`src/rtl/mem_pkg.sv`:
```
// Shared encodings for the memory-stage access unit: access sizes, FSM states
// and the byte-lane mask helper used by the store merge logic.
package mem_pkg;

  localparam logic [1:0] SIZE_B = 2'b00;
  localparam logic [1:0] SIZE_H = 2'b01;
  localparam logic [1:0] SIZE_W = 2'b10;

  localparam logic [0:0] ST_IDLE  = 1'b0;
  localparam logic [0:0] ST_MERGE = 1'b1;

  // One bit per byte lane that the access touches (little-endian lanes).
  function automatic logic [3:0] lane_mask(input logic [1:0] size, input logic [1:0] lane);
    logic [3:0] mask;
    case (size)
      SIZE_B:  mask = 4'b0001 << lane;
      SIZE_H:  mask = lane[1] ? 4'b1100 : 4'b0011;
      default: mask = 4'b1111;
    endcase
    return mask;
  endfunction

endpackage

```
`src/rtl/mem_access_unit_store_merge.sv`:
```
// Combinational merge of right-aligned store data into the word read back
// from memory, replacing only the byte lanes the store targets.
module store_merge
  import mem_pkg::*;
(
  input  logic [31:0] i_word,
  input  logic [31:0] i_wdata,
  input  logic [1:0]  i_size,
  input  logic [1:0]  i_lane,
  output logic [31:0] o_merged
);

  logic [3:0]  w_mask;
  logic [31:0] w_rep;
  logic [31:0] w_merged;

  // Replicating the data puts the right bytes in every candidate lane.
  always_comb begin
    w_mask = lane_mask(i_size, i_lane);
    case (i_size)
      SIZE_B:  w_rep = {4{i_wdata[7:0]}};
      SIZE_H:  w_rep = {2{i_wdata[15:0]}};
      default: w_rep = i_wdata;
    endcase
    w_merged = i_word;
    for (int i = 0; i < 4; i++) begin
      if (w_mask[i]) w_merged[8*i +: 8] = w_rep[8*i +: 8];
    end
  end

  assign o_merged = w_merged;

endmodule

```
`src/rtl/mem_access_unit.sv`:
```
// Memory-stage access unit: drives the word-only data memory port, handles
// sub-word loads/stores (stores via a two-cycle read-modify-write) and MEM/WB.
module mem_access_unit
  import mem_pkg::*;
(
  input  logic        clk,
  input  logic        reset,
  input  logic        in_valid,
  input  logic        in_read,
  input  logic        in_write,
  input  logic [1:0]  in_size,
  input  logic        in_unsigned,
  input  logic [31:0] in_addr,
  input  logic [31:0] in_wdata,
  input  logic [4:0]  in_rd,
  input  logic        in_reg_write,
  input  logic        flush,
  output logic        stall,
  output logic        dm_write,
  output logic [31:0] dm_address,
  output logic [31:0] dm_write_data,
  input  logic [31:0] dm_read_data,
  output logic        wb_valid,
  output logic        wb_reg_write,
  output logic [4:0]  wb_rd,
  output logic [31:0] wb_data,
  output logic        misalign_err,
  output logic [31:0] misalign_addr
);

  logic [0:0]  r_state;
  logic [29:0] r_cap_addr;
  logic [31:0] r_merge;
  logic        r_wb_valid;
  logic        r_wb_reg_write;
  logic [4:0]  r_wb_rd;
  logic [31:0] r_wb_data;
  logic        r_misalign_err;
  logic [31:0] r_misalign_addr;

  logic        w_accept;
  logic        w_is_mem;
  logic        w_misalign;
  logic        w_word_store;
  logic        w_sub_store;
  logic        w_retire;
  logic [7:0]  w_byte;
  logic [15:0] w_half;
  logic [31:0] w_load;
  logic [31:0] w_result;
  logic [31:0] w_merged;

  assign w_accept     = in_valid & ~flush & (r_state == ST_IDLE);
  assign w_is_mem     = in_read | in_write;
  assign w_misalign   = w_is_mem & (((in_size == SIZE_H) & in_addr[0]) |
                                    ((in_size == SIZE_W) & (in_addr[1:0] != 2'b00)));
  assign w_word_store = w_accept & in_write & ~w_misalign & (in_size == SIZE_W);
  assign w_sub_store  = w_accept & in_write & ~w_misalign & (in_size != SIZE_W);
  assign w_retire     = w_accept & ~w_misalign & ~w_sub_store;

  always_comb begin
    case (in_addr[1:0])
      2'd0:    w_byte = dm_read_data[7:0];
      2'd1:    w_byte = dm_read_data[15:8];
      2'd2:    w_byte = dm_read_data[23:16];
      default: w_byte = dm_read_data[31:24];
    endcase
    w_half = in_addr[1] ? dm_read_data[31:16] : dm_read_data[15:0];
    case (in_size)
      SIZE_B:  w_load = in_unsigned ? {24'd0, w_byte} : {{24{w_byte[7]}}, w_byte};
      SIZE_H:  w_load = in_unsigned ? {16'd0, w_half} : {{16{w_half[15]}}, w_half};
      default: w_load = dm_read_data;
    endcase
    w_result = (in_read & ~in_write) ? w_load : in_addr;
  end

  store_merge u_store_merge (
    .i_word   (dm_read_data),
    .i_wdata  (in_wdata),
    .i_size   (in_size),
    .i_lane   (in_addr[1:0]),
    .o_merged (w_merged)
  );

  // Gating with reset drops a pending merge write the instant reset asserts.
  assign dm_write      = reset & ((r_state == ST_MERGE) | w_word_store);
  assign dm_address    = (r_state == ST_MERGE) ? {r_cap_addr, 2'b00} : {in_addr[31:2], 2'b00};
  assign dm_write_data = (r_state == ST_MERGE) ? r_merge : in_wdata;
  assign stall         = (r_state == ST_MERGE);

  always_ff @(posedge clk or negedge reset) begin
    if (!reset) begin
      r_state         <= ST_IDLE;
      r_cap_addr      <= 30'd0;
      r_merge         <= 32'd0;
      r_wb_valid      <= 1'b0;
      r_wb_reg_write  <= 1'b0;
      r_wb_rd         <= 5'd0;
      r_wb_data       <= 32'd0;
      r_misalign_err  <= 1'b0;
      r_misalign_addr <= 32'd0;
    end else begin
      r_misalign_err <= w_accept & w_misalign;
      if (w_accept & w_misalign) r_misalign_addr <= in_addr;
      if (r_state == ST_MERGE) begin
        r_state        <= ST_IDLE;
        r_wb_valid     <= 1'b1;
        r_wb_reg_write <= 1'b0;
      end else begin
        r_wb_valid     <= w_retire;
        r_wb_reg_write <= w_retire & in_reg_write & ~in_write;
        if (w_accept & ~w_misalign) begin
          r_wb_rd   <= in_rd;
          r_wb_data <= w_result;
        end
        if (w_sub_store) begin
          r_state    <= ST_MERGE;
          r_cap_addr <= in_addr[31:2];
          r_merge    <= w_merged;
        end
      end
    end
  end

  assign wb_valid      = r_wb_valid;
  assign wb_reg_write  = r_wb_reg_write;
  assign wb_rd         = r_wb_rd;
  assign wb_data       = r_wb_data;
  assign misalign_err  = r_misalign_err;
  assign misalign_addr = r_misalign_addr;

endmodule

```
`config.mk`:
```
export PLATFORM = sky130hd
export DESIGN_NAME = mem_access_unit
export DESIGN_NICKNAME = d
export VERILOG_FILES = /design/src/rtl/mem_pkg.sv /design/src/rtl/mem_access_unit_store_merge.sv /design/src/rtl/mem_access_unit.sv
export SDC_FILE = /design/constraint.sdc
export NUM_CORES = 1
export LEC_CHECK = 0
export CAP_MARGIN = 20
export CORE_MARGIN = 2
export CORE_UTILIZATION = 40
export DETAILED_ROUTE_END_ITERATION = 6
export MAX_ROUTING_LAYER = met4
export PLACE_DENSITY = 0.79
export SLEW_MARGIN = 20
export SYNTH_ARGS = -nofsm -noshare
export SYNTH_HDL_FRONTEND = slang
export SYNTH_SLANG_ARGS = --single-unit
```
`constraint.sdc`:
```
create_clock -name clk -period 2.64 [get_ports clk]
set_input_delay 0.66 -clock clk [delete_from_list [all_inputs] [get_ports clk]]
set_output_delay 0.66 -clock clk [all_outputs]
set_load 0.02 [all_outputs]
```
==> results.toml <==
[clocking]
cts_root_buf = "clkbuf_16"
post_cts_buffers = 0
worstSkewPairLatency_ns = 0.42
cts_sinks = 135
cts_tree = "done"
ctsHtreeMaxLevel = 4
clk_pin_slew_worst_paths_ns = 0.06
cts_max_path_buffers = 2
cts_buffers = 17

[worst_setup_path]
crit_required_ns = 1.98
end_kind = "primary output"
crit_arrival_ns = 1.90
cp_slowest_cell = "dlygate4sd2_1"
r2r_start = "stall$_DFF_PN0_"
worstPathMaxFanout = 3
r2r_slack_ns = 0.71
cp_num_buf_inv = 2
r2r_end = "r_merge[21]$_DFFE_PN0P_"
cpLargestDelayFamily = "compound AO/OA/AOI/OAI gates"
crit_chain = "dlygate4sd2_1 > nand2b_4 > a211oi_2 > or2_4 > nor3_2 > o21a_1 > buf_6"
r2r_cells = 6
setup.worst_path.class = "primary input to primary output"
cpPeakStageDelay_ns = 0.28
start_kind = "primary input"

[sta]
rsz0062_at_grt = "false"
setup_viol = 0
maxSlewViolCount = 0
hold_viol = 0
skew_ns = 0.005930
final.period_utilization_pct = 96.97
worst_pin_slew_ns = 0.8204
slew_headroom_pct = 45.31
fmax_mhz = 390.6
layout_min_cycle_time_ns = 2.560

[floorplanning]
die_w_um = 138.2
rows = 49
start_util_pct = 40.40
die_area_um2 = 19110
num_io_pins = 249
die_h_um = 138.2
core_area_um2 = 17840

[placement]
io_buffers = 246
hpwl_um = 16840
place_congestion = 0.8852
dp.cells = 1158

[worst_hold_path]
min_path_type = "primary input to async pin"

[route]
drt.antenna.violating_nets = 0
wire_per_inst_um = 19.60
drt_first_pass_iters = 4
dr_total_vias = 6337
avgViaCountPerCell = 5.312
drcViolationCount = 0
drt_iter0_markers = 349
drt_wl_total_um = 23390

[logic_synthesis]
avgSynthCellArea_um2 = 11.12
yosysWarnings = 0
synth-seq-area-share_pct = 46.87
yosysTopAreaCell = "dfrtp_1"
syn_area_um2 = 7208
synth_seq_cells = 135
synth_edf_count = 0
async_flop_share_pct = 100.0
netlist.area_leader.share_pct = 46.87
synth_top_flop_cell = "dfrtp_1"
synthTopCellsByCount = "135 x dfrtp_1, 119 x mux2_2, 52 x o21ai_0"
synth.most_common_cell = "dfrtp_1"
netlist_top_cells_area = "dfrtp_1 47%, mux2_2 19%, mux2i_1 6.8%, mux2_1 4.1%, o21ai_0 3.6%"
syn_inst = 648
ys_types = 41

[global_route]
first_global_vias = 6657
antenna_found_initial = 2
grt_util_met1_pct = 31.88
gr-max-usage-layer = "met2"
overflow = 0
grtUsageMet3_pct = 6.651
gr-usage-all-layers_pct = 25.46
grt_max_degree = 136
grt_pass1_wl_um = 37020
grtUsageMet2_pct = 41.51

[power_and_ir_drop]
vdd_ir_drop_max_uv = 453.6
p_leak_uw = 0.004896
power_density_nw_per_um2 = 705.2
finalPower_uw = 7851

[cells_and_area]
final_nets = 1060
drive_above_1_share_pct = 26.92
syn_to_final_growth_pct = 54.45
final_cell_count_no_fill = 1193

[status]
outcome = "completed"

[flow_run]
drv_cap = 0
## worst max path at each step
stage                     from       end  slack (ns)  cells after the start
floorplan           in_addr[1]  dm_write        0.03                      8
global placement    in_size[0]  dm_write       -0.60                      7
detailed placement  in_size[0]  dm_write       -0.65                      7
CTS                   in_write  dm_write      -0.009                      7
global route        in_size[0]  dm_write        0.04                      7
finish              in_size[0]  dm_write        0.08                      7
## power by group
| group | total, µW | switching, µW | internal [µW] | leakage [µW] |
|---|---|---|---|---|
| Clock | 2510 | 924 | 1590 | 0.000301 |
| Sequential | 2910 | 293 | 2610 | 0.00162 |
| Combinational | 2440 | 1180 | 1260 | 0.00297 |
## per-stage QoR
stage / instance area [µm²] / hold slack (ns) / setup WS (ns) / utilization, % / TNS [ns]
after floorplan: 7212 / 0.3644 / 0.02850 / - / 0
after global routing: 11130 / 0.4024 / 0.03630 / 62.40 / 0
final: 11130 / 0.2974 / 0.08006 / 62.40 / 0
after CTS: 11110 / 0.4098 / -0.009214 / 62.28 / -0.009214
after detailed placement: 10510 / 0.4661 / -0.6497 / 58.90 / -4.545
after global placement: 10510 / 0.4584 / -0.6019 / 58.90 / -1.876
## worst register-to-register path, cell delays in order (launching register included)
cell and delay (ns):
dfrtp_4 0.53, nor2_2 0.12, nand2_1 0.07, buf_4 0.14, nor3_4 0.29, buf_12 0.26
mux2_2 0.41
## timing repair
action                                  4_1_cts  5_1_grt
cloned                                        1        0
gates resized for setup                      76        6
pin swaps                                     0        4
endpoints found under the setup margin       63        1
hold buffers                                  0        0
## flip-flops by register name (all words and copies together) (netlist names)
name / count
wb_data: 32
r_merge: 32
r_cap_addr: 30
misalign_err: 1
misalign_addr: 32
stall: 1
wb_rd: 5
wb_valid: 1
wb_reg_write: 1
## cells by family (layout without fill, tap and decap cells)
| group | count (synthesis) | count (layout) | synth area share (%) |
|---|---|---|---|
| xor gates and xnor gates | 1 | 1 | 0.1215 |
| other | 1 | 4 | 0.05202 |
| DFF | 135 | 135 | 46.87 |
| buffers and inverters | 59 | 372 | 3.593 |
| AOI/OAI and AO/OA | 156 | 156 | 13.76 |
| and+or+nand+nor | 102 | 102 | 6.145 |
| muxes | 194 | 194 | 29.46 |
## layout by cell type, fill, tap and decap left out, types with 4 or more instances in the layout
master,instances
o21ai_0,52
a221o_1,13
buf_12,9
o2bb2ai_1,9
nand2_1,46
clkbuf_16,17
mux2_1,26
clkdlybuf4s50_1,175
mux2i_1,49
buf_4,75
a21o_1,9
mux2_2,119
nor2_1,35
clkbuf_8,4
dfrtp_1,134
inv_1,8
dlygate4sd2_1,65
o22ai_1,7
a21oi_1,42
a211oi_1,8
## routing by layer
| metal | wire length (µm) | vias up | part of all wire [%] |
|---|---|---|---|
| met5 | 0 | - | 0 |
| met4 | 366 | 0 | 1.6 |
| met3 | 1426 | 26 | 6.1 |
| met1 | 10100 | 3102 | 43 |
| met2 | 11490 | 234 | 49 |
| li1 | - | 2975 | - |
## layout make-up
class | instances | area (µm²)
Timing Repair Buffer | 332 | 3184
Tap cell | 229 | 286.5
Fill cell | 1464 | 6708
Clock buffer | 21 | 480.5
Antenna cell | 2 | 5.005
Clock inverter | 11 | 145.1
Sequential cell | 135 | 3382
Multi-Input combinational cell | 455 | 3620
Inverter | 8 | 30.03
No activity file was read; power rests on OpenSTA's default activity.
